$ cat config.mk
export PLATFORM = sky130hd
export DESIGN_NAME = alu_seq
export DESIGN_NICKNAME = d
export VERILOG_FILES = /design/src/rtl/alu_seq_pkg.sv /design/src/rtl/alu_seq_divider.sv /design/src/rtl/alu_seq.sv
export SDC_FILE = /design/constraint.sdc
export NUM_CORES = 1
export LEC_CHECK = 0
export ABC_AREA = 1
export BUFFER_PORTS_ARGS = -buffer_cell sky130_fd_sc_hd__clkbuf_2
export CORE_MARGIN = 2
export CORE_UTILIZATION = 53
export CTS_BUF_LIST = sky130_fd_sc_hd__clkbuf_4 sky130_fd_sc_hd__clkbuf_8 sky130_fd_sc_hd__clkbuf_16
export DETAILED_ROUTE_END_ITERATION = 7
export PLACE_DENSITY_LB_ADDON = 0.05
export SLEW_MARGIN = 20
export SYNTH_ARGS = -nofsm -noshare
export SYNTH_HDL_FRONTEND = slang
export SYNTH_SLANG_ARGS = --single-unit
$ cat constraint.sdc
create_clock -name clk -period 3.05 [get_ports clk]
set_input_delay 0.305 -clock clk [delete_from_list [all_inputs] [get_ports clk]]
set_output_delay 0.305 -clock clk [all_outputs]
set_load 0.02 [all_outputs]
$ cat src/rtl/alu_seq_pkg.sv
// alu_seq_pkg: shared ALU opcode encodings, flag bundle and opcode-class helpers.
package alu_seq_pkg;

    localparam int unsigned OP_W = 5;

    // Opcode encodings shared by every block that drives or decodes alu_op.
    localparam logic [OP_W-1:0] ALU_PUR = 5'd0;   // pass operand_a through
    localparam logic [OP_W-1:0] ALU_SHL = 5'd1;
    localparam logic [OP_W-1:0] ALU_SHR = 5'd2;
    localparam logic [OP_W-1:0] ALU_UAD = 5'd3;
    localparam logic [OP_W-1:0] ALU_SAD = 5'd4;
    localparam logic [OP_W-1:0] ALU_SSB = 5'd5;
    localparam logic [OP_W-1:0] ALU_AND = 5'd6;
    localparam logic [OP_W-1:0] ALU_OR  = 5'd7;
    localparam logic [OP_W-1:0] ALU_XOR = 5'd8;
    localparam logic [OP_W-1:0] ALU_UNC = 5'd9;
    localparam logic [OP_W-1:0] ALU_EQ  = 5'd10;
    localparam logic [OP_W-1:0] ALU_ULT = 5'd11;
    localparam logic [OP_W-1:0] ALU_SLT = 5'd12;
    localparam logic [OP_W-1:0] ALU_ULE = 5'd13;
    localparam logic [OP_W-1:0] ALU_SLE = 5'd14;
    localparam logic [OP_W-1:0] ALU_UMT = 5'd15;
    localparam logic [OP_W-1:0] ALU_SMT = 5'd16;
    localparam logic [OP_W-1:0] ALU_SDV = 5'd17;
    localparam logic [OP_W-1:0] ALU_UDV = 5'd18;

    // Status flags that update and hold together with the result.
    typedef struct packed {
        logic shift_ovf;
        logic arith_ovf;
        logic div_zero;
    } alu_flags_t;

    function automatic logic is_mul_op(input logic [OP_W-1:0] op);
        return (op == ALU_UMT) || (op == ALU_SMT);
    endfunction

    function automatic logic is_div_op(input logic [OP_W-1:0] op);
        return (op == ALU_UDV) || (op == ALU_SDV);
    endfunction

    function automatic logic is_signed_long_op(input logic [OP_W-1:0] op);
        return (op == ALU_SMT) || (op == ALU_SDV);
    endfunction

endpackage

$ cat src/rtl/alu_seq_divider.sv
// alu_seq_divider: unsigned restoring divider, one quotient bit per cycle, WIDTH cycles.
// done_c and quotient_c are combinational so the caller can capture the final
// quotient on the same edge as the last iteration.
module alu_seq_divider #(
    parameter int unsigned WIDTH = 8
) (
    input  logic             clk,
    input  logic             reset,
    input  logic             start,
    input  logic [WIDTH-1:0] dividend,
    input  logic [WIDTH-1:0] divisor,
    output logic             done_c,
    output logic [WIDTH-1:0] quotient_c
);

    localparam int unsigned CNT_W = $clog2(WIDTH) + 1;

    logic [WIDTH-1:0] rem_q, rem_d;
    logic [WIDTH-1:0] quo_q, quo_d;
    logic [CNT_W-1:0] cnt_q, cnt_d;
    logic [WIDTH:0]   rem_shift;

    // One restoring step per cycle while the counter is non-zero.
    always_comb begin
        rem_d     = rem_q;
        quo_d     = quo_q;
        cnt_d     = cnt_q;
        done_c    = 1'b0;
        rem_shift = {rem_q, quo_q[WIDTH-1]};
        if (start) begin
            rem_d = '0;
            quo_d = dividend;
            cnt_d = CNT_W'(WIDTH);
        end else if (cnt_q != '0) begin
            if (rem_shift >= {1'b0, divisor}) begin
                rem_d = WIDTH'(rem_shift - {1'b0, divisor});
                quo_d = {quo_q[WIDTH-2:0], 1'b1};
            end else begin
                rem_d = rem_shift[WIDTH-1:0];
                quo_d = {quo_q[WIDTH-2:0], 1'b0};
            end
            cnt_d  = cnt_q - CNT_W'(1);
            done_c = (cnt_q == CNT_W'(1));
        end
        quotient_c = quo_d;
    end

    // Divider state registers.
    always_ff @(posedge clk or posedge reset) begin
        if (reset) begin
            rem_q <= '0;
            quo_q <= '0;
            cnt_q <= '0;
        end else begin
            rem_q <= rem_d;
            quo_q <= quo_d;
            cnt_q <= cnt_d;
        end
    end

endmodule

$ cat src/rtl/alu_seq.sv
// alu_seq: multi-cycle ALU; single-cycle ops, shift-add multiply, restoring divide.
module alu_seq #(
    parameter int unsigned WIDTH = 8
) (
    input  logic             clk,
    input  logic             reset,
    input  logic             start,
    input  logic [4:0]       alu_op,
    input  logic [WIDTH-1:0] operand_a,
    input  logic [WIDTH-1:0] operand_b,
    output logic             busy,
    output logic             done,
    output logic [WIDTH-1:0] result,
    output logic             shift_overflow,
    output logic             arithmetic_overflow,
    output logic             div_by_zero
);

    import alu_seq_pkg::*;

    localparam int unsigned CNT_W = $clog2(WIDTH) + 1;
    localparam int unsigned PW    = 2 * WIDTH;

    localparam logic [2:0] S_IDLE  = 3'd0;
    localparam logic [2:0] S_EXEC1 = 3'd1;
    localparam logic [2:0] S_MUL   = 3'd2;
    localparam logic [2:0] S_DIV   = 3'd3;
    localparam logic [2:0] S_DONE  = 3'd4;

    localparam logic [WIDTH-1:0] SMIN      = {1'b1, {(WIDTH-1){1'b0}}};
    localparam logic [PW-1:0]    MAG_LIMIT = PW'(SMIN);

    logic [2:0]       state_q, state_d;
    logic [OP_W-1:0]  op_q, op_d;
    logic [WIDTH-1:0] a_q, a_d;
    logic [WIDTH-1:0] b_q, b_d;
    logic [WIDTH-1:0] result_q, result_d;
    alu_flags_t       flags_q, flags_d;
    logic             done_q, done_d;
    logic             busy_q, busy_d;
    logic [PW-1:0]    acc_q, acc_d;
    logic [PW-1:0]    mcand_q, mcand_d;
    logic [WIDTH-1:0] mplier_q, mplier_d;
    logic [CNT_W-1:0] cnt_q, cnt_d;

    logic             signed_op;
    logic             neg_res;
    logic [WIDTH-1:0] a_mag, b_mag;
    logic [WIDTH:0]   sum_w;
    logic [WIDTH-1:0] diff_w;
    logic [WIDTH-1:0] sr_result;
    alu_flags_t       sr_flags;
    logic [PW-1:0]    acc_step;
    logic [WIDTH-1:0] mul_lo;
    logic             mul_ovf;
    logic [WIDTH-1:0] div_res;
    logic             div_ovf;
    logic             div_start_c;
    logic             div_done_c;
    logic [WIDTH-1:0] div_quot_c;

    // Operand magnitudes and single-cycle op results from the latched operands.
    always_comb begin
        signed_op = is_signed_long_op(op_q);
        neg_res   = signed_op && (a_q[WIDTH-1] ^ b_q[WIDTH-1]);
        a_mag     = (signed_op && a_q[WIDTH-1]) ? -a_q : a_q;
        b_mag     = (signed_op && b_q[WIDTH-1]) ? -b_q : b_q;
        sum_w     = {1'b0, a_q} + {1'b0, b_q};
        diff_w    = a_q - b_q;
        sr_result = '0;
        sr_flags  = '0;
        case (op_q)
            ALU_PUR: sr_result = a_q;
            ALU_SHL: begin
                sr_result          = {a_q[WIDTH-2:0], 1'b0};
                sr_flags.shift_ovf = a_q[WIDTH-1];
            end
            ALU_SHR: begin
                sr_result          = {1'b0, a_q[WIDTH-1:1]};
                sr_flags.shift_ovf = a_q[0];
            end
            ALU_UAD: begin
                sr_result          = sum_w[WIDTH-1:0];
                sr_flags.arith_ovf = sum_w[WIDTH];
            end
            ALU_SAD: begin
                sr_result          = sum_w[WIDTH-1:0];
                sr_flags.arith_ovf = (a_q[WIDTH-1] == b_q[WIDTH-1])
                                  && (sum_w[WIDTH-1] != a_q[WIDTH-1]);
            end
            ALU_SSB: begin
                sr_result          = diff_w;
                sr_flags.arith_ovf = (a_q[WIDTH-1] != b_q[WIDTH-1])
                                  && (diff_w[WIDTH-1] != a_q[WIDTH-1]);
            end
            ALU_AND: sr_result = a_q & b_q;
            ALU_OR:  sr_result = a_q | b_q;
            ALU_XOR: sr_result = a_q ^ b_q;
            ALU_UNC: sr_result = {{(WIDTH-1){1'b0}}, 1'b1};
            ALU_EQ:  sr_result = {{(WIDTH-1){1'b0}}, a_q == b_q};
            ALU_ULT: sr_result = {{(WIDTH-1){1'b0}}, a_q < b_q};
            ALU_SLT: sr_result = {{(WIDTH-1){1'b0}}, $signed(a_q) < $signed(b_q)};
            ALU_ULE: sr_result = {{(WIDTH-1){1'b0}}, a_q <= b_q};
            ALU_SLE: sr_result = {{(WIDTH-1){1'b0}}, $signed(a_q) <= $signed(b_q)};
            default: begin
                sr_result = '0;
                sr_flags  = '0;
            end
        endcase
    end

    // Multiply step, final multiply/divide results and their overflow checks.
    always_comb begin
        acc_step = mplier_q[0] ? (acc_q + mcand_q) : acc_q;
        mul_lo   = neg_res ? -acc_step[WIDTH-1:0] : acc_step[WIDTH-1:0];
        if (signed_op) begin
            mul_ovf = neg_res ? (acc_step > MAG_LIMIT) : (acc_step >= MAG_LIMIT);
        end else begin
            mul_ovf = |acc_step[PW-1:WIDTH];
        end
        div_res = neg_res ? -div_quot_c : div_quot_c;
        div_ovf = (op_q == ALU_SDV) && (a_q == SMIN) && (b_q == '1);
    end

    alu_seq_divider #(
        .WIDTH (WIDTH)
    ) u_divider (
        .clk        (clk),
        .reset      (reset),
        .start      (div_start_c),
        .dividend   (a_mag),
        .divisor    (b_mag),
        .done_c     (div_done_c),
        .quotient_c (div_quot_c)
    );

    // Next-state, datapath and output-register update.
    always_comb begin
        state_d     = state_q;
        op_d        = op_q;
        a_d         = a_q;
        b_d         = b_q;
        result_d    = result_q;
        flags_d     = flags_q;
        acc_d       = acc_q;
        mcand_d     = mcand_q;
        mplier_d    = mplier_q;
        cnt_d       = cnt_q;
        div_start_c = 1'b0;
        case (state_q)
            S_IDLE: begin
                if (start) begin
                    op_d    = alu_op;
                    a_d     = operand_a;
                    b_d     = operand_b;
                    state_d = S_EXEC1;
                end
            end
            S_EXEC1: begin
                if (is_mul_op(op_q)) begin
                    acc_d    = '0;
                    mcand_d  = PW'(a_mag);
                    mplier_d = b_mag;
                    cnt_d    = CNT_W'(WIDTH);
                    state_d  = S_MUL;
                end else if (is_div_op(op_q) && (b_q != '0)) begin
                    div_start_c = 1'b1;
                    state_d     = S_DIV;
                end else if (is_div_op(op_q)) begin
                    result_d          = '1;
                    flags_d           = '0;
                    flags_d.arith_ovf = 1'b1;
                    flags_d.div_zero  = 1'b1;
                    state_d           = S_DONE;
                end else begin
                    result_d = sr_result;
                    flags_d  = sr_flags;
                    state_d  = S_DONE;
                end
            end
            S_MUL: begin
                acc_d    = acc_step;
                mcand_d  = mcand_q << 1;
                mplier_d = mplier_q >> 1;
                cnt_d    = cnt_q - CNT_W'(1);
                if (cnt_q == CNT_W'(1)) begin
                    result_d          = mul_lo;
                    flags_d           = '0;
                    flags_d.arith_ovf = mul_ovf;
                    state_d           = S_DONE;
                end
            end
            S_DIV: begin
                if (div_done_c) begin
                    result_d          = div_res;
                    flags_d           = '0;
                    flags_d.arith_ovf = div_ovf;
                    state_d           = S_DONE;
                end
            end
            S_DONE:  state_d = S_IDLE;
            default: state_d = S_IDLE;
        endcase
        done_d = (state_d == S_DONE);
        busy_d = (state_d != S_IDLE);
    end

    // State and output registers.
    always_ff @(posedge clk or posedge reset) begin
        if (reset) begin
            state_q  <= S_IDLE;
            op_q     <= '0;
            a_q      <= '0;
            b_q      <= '0;
            result_q <= '0;
            flags_q  <= '0;
            done_q   <= 1'b0;
            busy_q   <= 1'b0;
            acc_q    <= '0;
            mcand_q  <= '0;
            mplier_q <= '0;
            cnt_q    <= '0;
        end else begin
            state_q  <= state_d;
            op_q     <= op_d;
            a_q      <= a_d;
            b_q      <= b_d;
            result_q <= result_d;
            flags_q  <= flags_d;
            done_q   <= done_d;
            busy_q   <= busy_d;
            acc_q    <= acc_d;
            mcand_q  <= mcand_d;
            mplier_q <= mplier_d;
            cnt_q    <= cnt_d;
        end
    end

    assign busy                = busy_q;
    assign done                = done_q;
    assign result              = result_q;
    assign shift_overflow      = flags_q.shift_ovf;
    assign arithmetic_overflow = flags_q.arith_ovf;
    assign div_by_zero         = flags_q.div_zero;

endmodule
==> summary by stage, run 1 <==
Floorplan
After floorplanning, the core was sized to cover 0.0138 mm2. The number of core rows is 43. The initial core utilization is a little over half. The die covers 0.0151 mm2. The width of the die is 123 um. In this run the vertical extent of the chip is 123 um.

During I/O placement, the number of pins put on the boundary was 37.

Worst setup path
The worst setup path is launched from a flop. STA classifies the critical path endpoint as a flop. Measured in cells, the most critical reg-to-reg path has a length of 18. The critical path is of the flop to flop type. The maximum fanout along the worst path is 5. The startpoint of the worst register-to-register path is op_q[3]. For flop-to-flop paths, the worst setup slack is 0.14 ns. At the worst endpoint, the arrival time is ~3.2 ns. For the worst setup path, the data required time is around 3.3 ns. The endpoint identified for the worst register-to-register timing path is result[4].

Clock tree
The total number of clock tree sinks is 101. Clock latency on the worst-skew pair, taken at its later pin, is ~0.36 ns. Buffers inserted during clock tree synthesis total 9. TritonCTS built the clock tree. The clock passes through at most 2 buffers. The root buffer cell is sky130_fd_sc_hd__clkbuf_16. The H-tree generated during clock tree synthesis spans 3 levels.

The clock-pin slew reported for the worst setup and hold paths after clock tree synthesis is roughly 0.07 ns.

Logic synthesis
The fraction of post-synthesis cell area in the top cell type by area is 33.8%. After synthesis, the share of cell area in mux cells is 0%. Synthesis produced a netlist whose cell count is around 1000. The share of the Yosys chip area taken by registers is around 34%.

The predominant post-synthesis flop cell is sky130_fd_sc_hd__dfrtp_1. For this run, asynchronously set or reset flops after synthesis account for 100%. The mapped netlist covers approximately 0.0075 mm2.

Of all cell types, the one taking the most synthesized area is sky130_fd_sc_hd__dfrtp_1. The number of synthesized flops with an enable pin is 0. For this run, the number of Yosys warnings is 0. Each instance of the synthesized netlist takes up on average between 7 and 8 um2. Counting distinct cell types in the post-synthesis netlist gives between 50 and 60.

By instance count, the leading cell after synthesis is sky130_fd_sc_hd__nand2_1. Summing the areas of all xor and xnor instances in the mapped netlist gives 3.16% of the synthesized area. After Yosys synthesis, and, or, nand and nor cells account for around 25% of the synthesized area.

By area the synthesized netlist is led by sky130_fd_sc_hd__dfrtp_1 34%, sky130_fd_sc_hd__nand2_1 9.5%, sky130_fd_sc_hd__ha_1 8.9%, sky130_fd_sc_hd__inv_1 6.1%, sky130_fd_sc_hd__a21oi_1 5.2%. The number of register bits inferred by synthesis is just over 100. The share of the synthesized area in compound gates (AO/OA/AOI/OAI) is 19.9%. By count the netlist is led by 189 x sky130_fd_sc_hd__nand2_1, 121 x sky130_fd_sc_hd__inv_1, 101 x sky130_fd_sc_hd__dfrtp_1, 93 x sky130_fd_sc_hd__nor2_1, 78 x sky130_fd_sc_hd__a21oi_1. The combinational family with the most area after synthesis is simple AND/OR/NAND/NOR gates. The post-synth net total is approximately 1100. The synthesized netlist devotes roughly a tenth of its cell area to adder and majority cells.

Pwr
The total power draw is 10.0 mW. In this run the static leakage power is 4.20 nW. In this run the power density over the cells is between 1000 and 1500 mW/mm2.

VDD sags by at most roughly 0.6 mV.

Final layout
The finished layout holds roughly 1300 standard cells, fillers aside. The number of antenna diodes in the final layout is 0. In the final design database the tool counted 1176 nets.

Relative to the synthesized area, the layout overhead comes to 15.7%. In the final layout, the share of cells above drive strength 1 is 16.4%.

GRT
The total track usage is 30.6%. Summed over all layers, the global routing overflow is 0. The number of global-route vias before repair was 6831. Entering global routing, the biggest net connects 70 pins. The initial antenna violation count is 0. The first global-routing pass estimated roughly 35000 um of wire.

Routing
The number of violations reported at the end of detailed-routing iteration 0 is 562. The number of detailed-route iterations in the first pass is 5. Summed over all layers, the routed wires come to between 20000 and 25000 um.

After detailed routing, the number of remaining DRC violations is 0. The count of antenna-violating nets left after detailed routing is 0. The post-detailed-route via-to-cell ratio is between 5 and 6. Dividing the detail-routed wire length by the instance count gives 17.5 um.

The via count is between 7000 and 8000.

Timing
The final-report hold violation count was 0. The slew at the pin closest to its max-slew limit is between 0.8 and 0.9 ns. Setup violations remaining at the end of the flow were counted as 0.

Based on the critical path, the design can be clocked at up to ~340 MHz. The worst path meets setup with 0.140 ns of slack. The share of the clock period used by the worst path after layout is between 90% and 100%. For the final database, setup skew stands at a little over 0.01 ns.

The headroom to the max-slew limit is about 43%. The total count of max-transition violations in the final report was 0. For the finished layout, the period the worst path requires is 2.91 ns. Across all hold checks on the routed design, the worst slack comes to 0.183 ns.

Min path
Along the worst hold path, the cell count comes to 3. In this run the most critical hold path is launched from alu_op[4]. The tightest min-delay check is of the input pin to flop type. The path with the worst hold slack has its endpoint at op_q[4].

Run
Across the run, the number of max-cap violations was 0.

Place
Timing analysis after detailed placement gives a worst setup slack of -0.0158 ns. The number of instances in the placed design is between 1000 and 1500. The congestion estimate from routability-driven global placement came to ~0.94. The HPWL after detailed placement is 17500 um. In this run the tool buffered the top-level ports with 36 buffer cells.

Status
The flow ran to the end, and the final reports show no timing, DRC or antenna violations.
[placed cells by master (no fill, tap or decap), drive strengths merged, types with 4 or more instances in the layout]
| cell type | netlist | final |
|---|---|---|
| clkinv | 7 | 9 |
| o21ai | 77 | 77 |
| o211ai | 11 | 11 |
| o22ai | 40 | 40 |
| dfrtp | 101 | 101 |
| nor2 | 97 | 97 |
| xor2 | 20 | 20 |
| ha | 53 | 53 |
| a221oi | 6 | 6 |
| nand3 | 71 | 71 |
| clkbuf | 17 | 48 |
| inv | 135 | 136 |
| nor4 | 5 | 5 |
| a21oi | 80 | 80 |
| a31oi | 6 | 6 |
| o221ai | 12 | 12 |
| nand2 | 199 | 199 |
| fa | 4 | 4 |
| nor3 | 14 | 14 |
| buf | 6 | 62 |
| xnor2 | 7 | 7 |
| or2 | 8 | 8 |
| nand4 | 12 | 12 |
[critical path, stage by stage (launching register included)]
cell and delay, ns:
sky130_fd_sc_hd__dfrtp_1 0.41, sky130_fd_sc_hd__nor2_4 0.18, sky130_fd_sc_hd__nand3_2 0.13, sky130_fd_sc_hd__nor2_4 0.19
sky130_fd_sc_hd__nand2_1 0.12, sky130_fd_sc_hd__xor2_2 0.19, sky130_fd_sc_hd__ha_4 0.29, sky130_fd_sc_hd__inv_1 0.07
sky130_fd_sc_hd__nor4_2 0.27, sky130_fd_sc_hd__nand2_1 0.07, sky130_fd_sc_hd__nor2_1 0.13, sky130_fd_sc_hd__a21oi_2 0.08
sky130_fd_sc_hd__nand2_4 0.08, sky130_fd_sc_hd__nand2_4 0.09, sky130_fd_sc_hd__nand4_2 0.09, sky130_fd_sc_hd__nand2_1 0.09
sky130_fd_sc_hd__nand2_1 0.08, sky130_fd_sc_hd__nand3_2 0.12, sky130_fd_sc_hd__a21oi_2 0.15
[metrics by stage]
step                setup TNS (ns)  util (%)  instance area (um2)
floorplan                        0         -                 7470
global placement                 0      59.5                 8230
detailed placement         -0.0158      59.5                 8230
CTS                              0      61.6                 8520
global route               -0.0907      62.6                 8650
finish                           0      62.6                 8650
[logic make-up after synthesis]
family	count (synthesis)
AND/OR/NAND/NOR	410
AO/OA/AOI/OAI	248
buffers and inverters	165
adder cells (fa/ha/maj)	57
XOR/XNOR	27
flip-flops	101
[layout make-up]
type,instances,area [um2]
clock buffer,12,254
tap,180,225
sequential,101,2530
fill,1271,5180
timing repair buffer,99,668
inverter,142,536
multi-input combinational,742,4410
clock inverter,4,32.5
[registers in the layout, summed over array words and instances, names as in the netlist, 3 cells and up]
register / flops
acc_q: 16
state_q: 3
cnt_q: 4
result: 8
u_divider.cnt_q: 4
u_divider.quo_q: 8
mcand_q: 16
a_q: 8
mplier_q: 8
u_divider.rem_q: 8
b_q: 8
op_q: 5
[what timing repair did]
| action | 4_1_cts | 5_1_grt |
|---|---|---|
| pin swaps | 0 | 3 |
| setup endpoints to repair | 1 | 15 |
| hold buffers | 1 | 0 |
| endpoints found under the hold margin | 32 | 0 |
| setup buffers | 0 | 4 |
| gates cloned | 0 | 0 |
| gates resized for setup | 1 | 23 |
[how the worst max path moves through the flow]
| stage | cells past startpoint | start | slack (ns) | endpoint |
|---|---|---|---|---|
| after global placement | 17 | acc_q[0] | 0.02 | arithmetic_overflow |
| final | 18 | op_q[3] | 0.14 | result[4] |
| after CTS | 18 | mcand_q[0] | 0.04 | arithmetic_overflow |
| after detailed placement | 17 | mcand_q[0] | -0.02 | arithmetic_overflow |
| after floorplan | 1 | reset | 0.1 | a_q[0] |
| after global routing | 18 | op_q[3] | -0.04 | result[7] |
[where the power goes]
part,internal (mW),total [mW],switching [mW]
Sequential,1.93,2.43,0.503
Clock,0.601,1.14,0.536
Combinational,2.37,6.44,4.07
Total,4.90,10.0,5.11
[metal layers]
metal | share of wire, % | vias to the layer above | GRT usage [%]
li1 | - | 3586 | -
met1 | 44 | 3410 | 39.9
met2 | 47 | 241 | 49.1
met3 | 5.5 | 57 | 5.25
met4 | 3.9 | 0 | 14.7
met5 | 0 | - | 0
No activity file was read; power rests on OpenSTA's default activity.
==> run 2, diff against run 1 <==
- BUFFER_PORTS_ARGS: -buffer_cell sky130_fd_sc_hd__clkbuf_2 -> -buffer_cell sky130_fd_sc_hd__buf_4
- CTS_CLUSTER_DIAMETER: default -> 120
==> summary by stage, run 2 (same netlist as run 1, synthesis figures left out) <==
Worst setup path
The number of buffers and inverters on the critical path is 2. The required time at the worst-slack endpoint is about 3.4 ns. The cell with the biggest individual delay on the critical path is sky130_fd_sc_hd__dfrtp_1. Walking the worst path, the cells encountered are inv_2 > nand3_4 > nor2_4 > nand2_1 > xor2_1 > ha_1 > inv_1 > nor4_1 > nand2_1 > nor2_1 > a21oi_2 > nand2_4 > nand2_4 > nand2_4 > nand2_2 > xor2_1 > nand2_1 > a21oi_2.

Of all nets on the critical path, the largest fanout is 6. The worst setup path is launched from a flop. The cell class contributing the biggest share of worst-path delay is simple AND/OR/NAND/NOR gates. The largest single stage delay on the critical path is 0.45 ns. The worst setup path is captured at a flop. The critical setup path kind is flop to flop. The critical path arrival is approximately 3.2 ns.

Pwr
The total power draw is between 9 and 10 mW. The total leakage power is 4.17 nW. Power spread over the standard cell area amounts to ~1200 mW/mm2. The maximum resistive drop on vdd is approximately 0.61 mV.

Routing
The count of nets left with antenna violations once routing finished came out at 0. The routed length per placed instance is 17.5 um. The number of detailed-route iterations in the first pass is 5. The post-detailed-route via-to-cell ratio is 5.70. The total length of routed wires is about 22000 um. The via count is slightly above 7000. The DRC violation count after routing is 0. The number of violations reported at the end of detailed-routing iteration 0 is 587.

Clock tree
The buffer depth of the longest clock path is 2. The number of hold buffers added after cts is 0. Clock latency on the worst-skew pair, taken at its later pin, is between 0.3 and 0.4 ns. CTS saw 101 sinks. In this run the number of H-tree levels came out at 3. Buffers inserted during clock tree synthesis total 9. After clock tree synthesis, the clock-pin slew on the worst setup and hold paths is 0.07 ns. The root buffer cell is sky130_fd_sc_hd__clkbuf_16. TritonCTS built the clock tree.

Final layout
The largest registers in the layout are acc_q: 16 flops, mcand_q: 16 flops. After the last flow step, the layout net total stands at between 1000 and 1500. At the end of the flow the core is filled with cells to 62.5%.

In the layout the commonest cells are 187 x sky130_fd_sc_hd__nand2_1, 117 x sky130_fd_sc_hd__inv_1, 100 x sky130_fd_sc_hd__dfrtp_1, 92 x sky130_fd_sc_hd__nor2_1, 92 x sky130_fd_sc_hd__buf_4. In the final layout, the multi-input gates occupy roughly 0.0044 mm2. From synthesis to final layout, the design area changed by 15.6%. The post-route cell area is about 0.0086 mm2. 0 antenna diodes ended up in the layout. The post-route netlist has between 10% and 20% of its cells at a drive strength greater than 1. The library cell used most frequently in the layout, excluding fill and tap cells, is sky130_fd_sc_hd__nand2_1. Fill cells in the final layout number 1314. The area taken by flip-flops and latches is roughly 0.0025 mm2.

GRT
The pin count of the biggest net entering global routing is 63. The global-route wire length before repair is ~35000 um. The initial antenna violation count was 0. The number of global-route vias before repair is about 6700. The total track usage is between 30% and 40%. After global routing the overflow that remains totals 0.

Place
The half-perimeter wire length after detailed placement is 17400 um. The last weighted congestion value of the routability-driven placer is roughly 0.95. The count of input and output buffers is 36. OpenSTA, run right after detailed placement, puts the worst setup slack at -0.000128 ns. Summing all placed instances gives a cell area of 0.00822 mm2.

Floorplan
The core region is ~0.014 mm2. Once the floorplan was initialized, standard cells occupied between 50% and 60% of the core. The die covers around 0.015 mm2. The height of the die is around 120 um. Measured along the x axis, the die boundary spans around 120 um. The number of core rows is between 40 and 50. During I/O placement, the number of pins put on the boundary was 37.

Timing
The minimum clock period is between 2 and 3 ns. The final-report hold violation count is 0. The worst path meets setup with about 0.13 ns of slack. Of the available clock period, the critical path in the final layout requires between 90% and 100%.

Timing would allow up to approximately 340 MHz. The number of setup violations in the final report is 0. The headroom to the max-slew limit is a little under half. The slew at the pin closest to its max-slew limit is 0.791 ns. For the final database, setup skew stands at roughly 0.0083 ns. The total count of max-transition violations in the final report is 0.

Status
The run finished with clean final reports.

Min path
In this run the worst hold path is classified as input pin to asynchronous set/reset pin.

Run
The total of max-cap violations is 0.
==> run 2: power by group <==
part           internal, mW  leakage [nW]  switching, mW  total, mW
combinational          2.35          2.79           4.00       6.35
clock                 0.566         0.142          0.571       1.14
sequential             1.93          1.23          0.524       2.45
==> run 2: repair_timing <==
action,in CTS,in global routing
buffers inserted,0,9
pin swaps,0,9
gates resized for setup,2,24
endpoints found under the setup margin,2,15
==> run 2: path summary, 6_finish.rpt <==
kind / start / endpoint / slack [ns] / cells after the start
setup / recovery: op_q[1] / result[1] / 0.13 / 18
hold / removal: reset / div_by_zero / 0.09 / 2
setup reg to reg: op_q[1] / result[1] / 0.13 / 18
hold reg to reg: cnt_q[3] / cnt_q[3] / 0.51 / 1
max in group asynchronous: reset / b_q[2] / 2.21 / 3
min in group clk: operand_b[7] / b_q[7] / 0.18 / 3
==> run 2: per-stage QoR <==
stage | TNS, ns | instances | hold slack [ns]
finish | 0 | 1273 | 0.0893
global route | -0.0584 | 1273 | 0.150
detailed placement | -0.000128 | 1248 | 0.494
global placement | -0.0275 | 1248 | 0.483
floorplan | 0 | 1008 | 0.457
CTS | 0 | 1264 | 0.121
==> run 2: cell type report <==
cell class / instances / area share [%]
Timing Repair Buffer: 92 / 7.99
Clock buffer: 9 / 2.61
Tap cell: 180 / 2.61
Inverter: 142 / 6.20
Sequential cell: 101 / 29.3
Clock inverter: 7 / 0.651
Multi-Input combinational cell: 742 / 50.7
==> run 2: layer usage <==
| metal | routed length [um] | global-route usage, % | up-vias |
|---|---|---|---|
| li1 | - | - | 3585 |
| met1 | 10200 | 41.1 | 3422 |
| met2 | 10400 | 49.2 | 202 |
| met3 | 992 | 4.51 | 43 |
| met4 | 703 | 10.8 | 0 |
| met5 | 0 | 0 | - |
==> run 2: worst register-to-register path, stage by stage (launching register included) <==
cell	delay [ns]
sky130_fd_sc_hd__dfrtp_1	0.45
sky130_fd_sc_hd__inv_2	0.16
sky130_fd_sc_hd__nand3_4	0.10
sky130_fd_sc_hd__nor2_4	0.17
sky130_fd_sc_hd__nand2_1	0.08
sky130_fd_sc_hd__xor2_1	0.17
sky130_fd_sc_hd__ha_1	0.34
sky130_fd_sc_hd__inv_1	0.07
sky130_fd_sc_hd__nor4_1	0.28
sky130_fd_sc_hd__nand2_1	0.08
sky130_fd_sc_hd__nor2_1	0.14
sky130_fd_sc_hd__a21oi_2	0.08
sky130_fd_sc_hd__nand2_4	0.11
sky130_fd_sc_hd__nand2_4	0.10
sky130_fd_sc_hd__nand2_4	0.09
sky130_fd_sc_hd__nand2_2	0.07
sky130_fd_sc_hd__xor2_1	0.16
sky130_fd_sc_hd__nand2_1	0.10
sky130_fd_sc_hd__a21oi_2	0.12
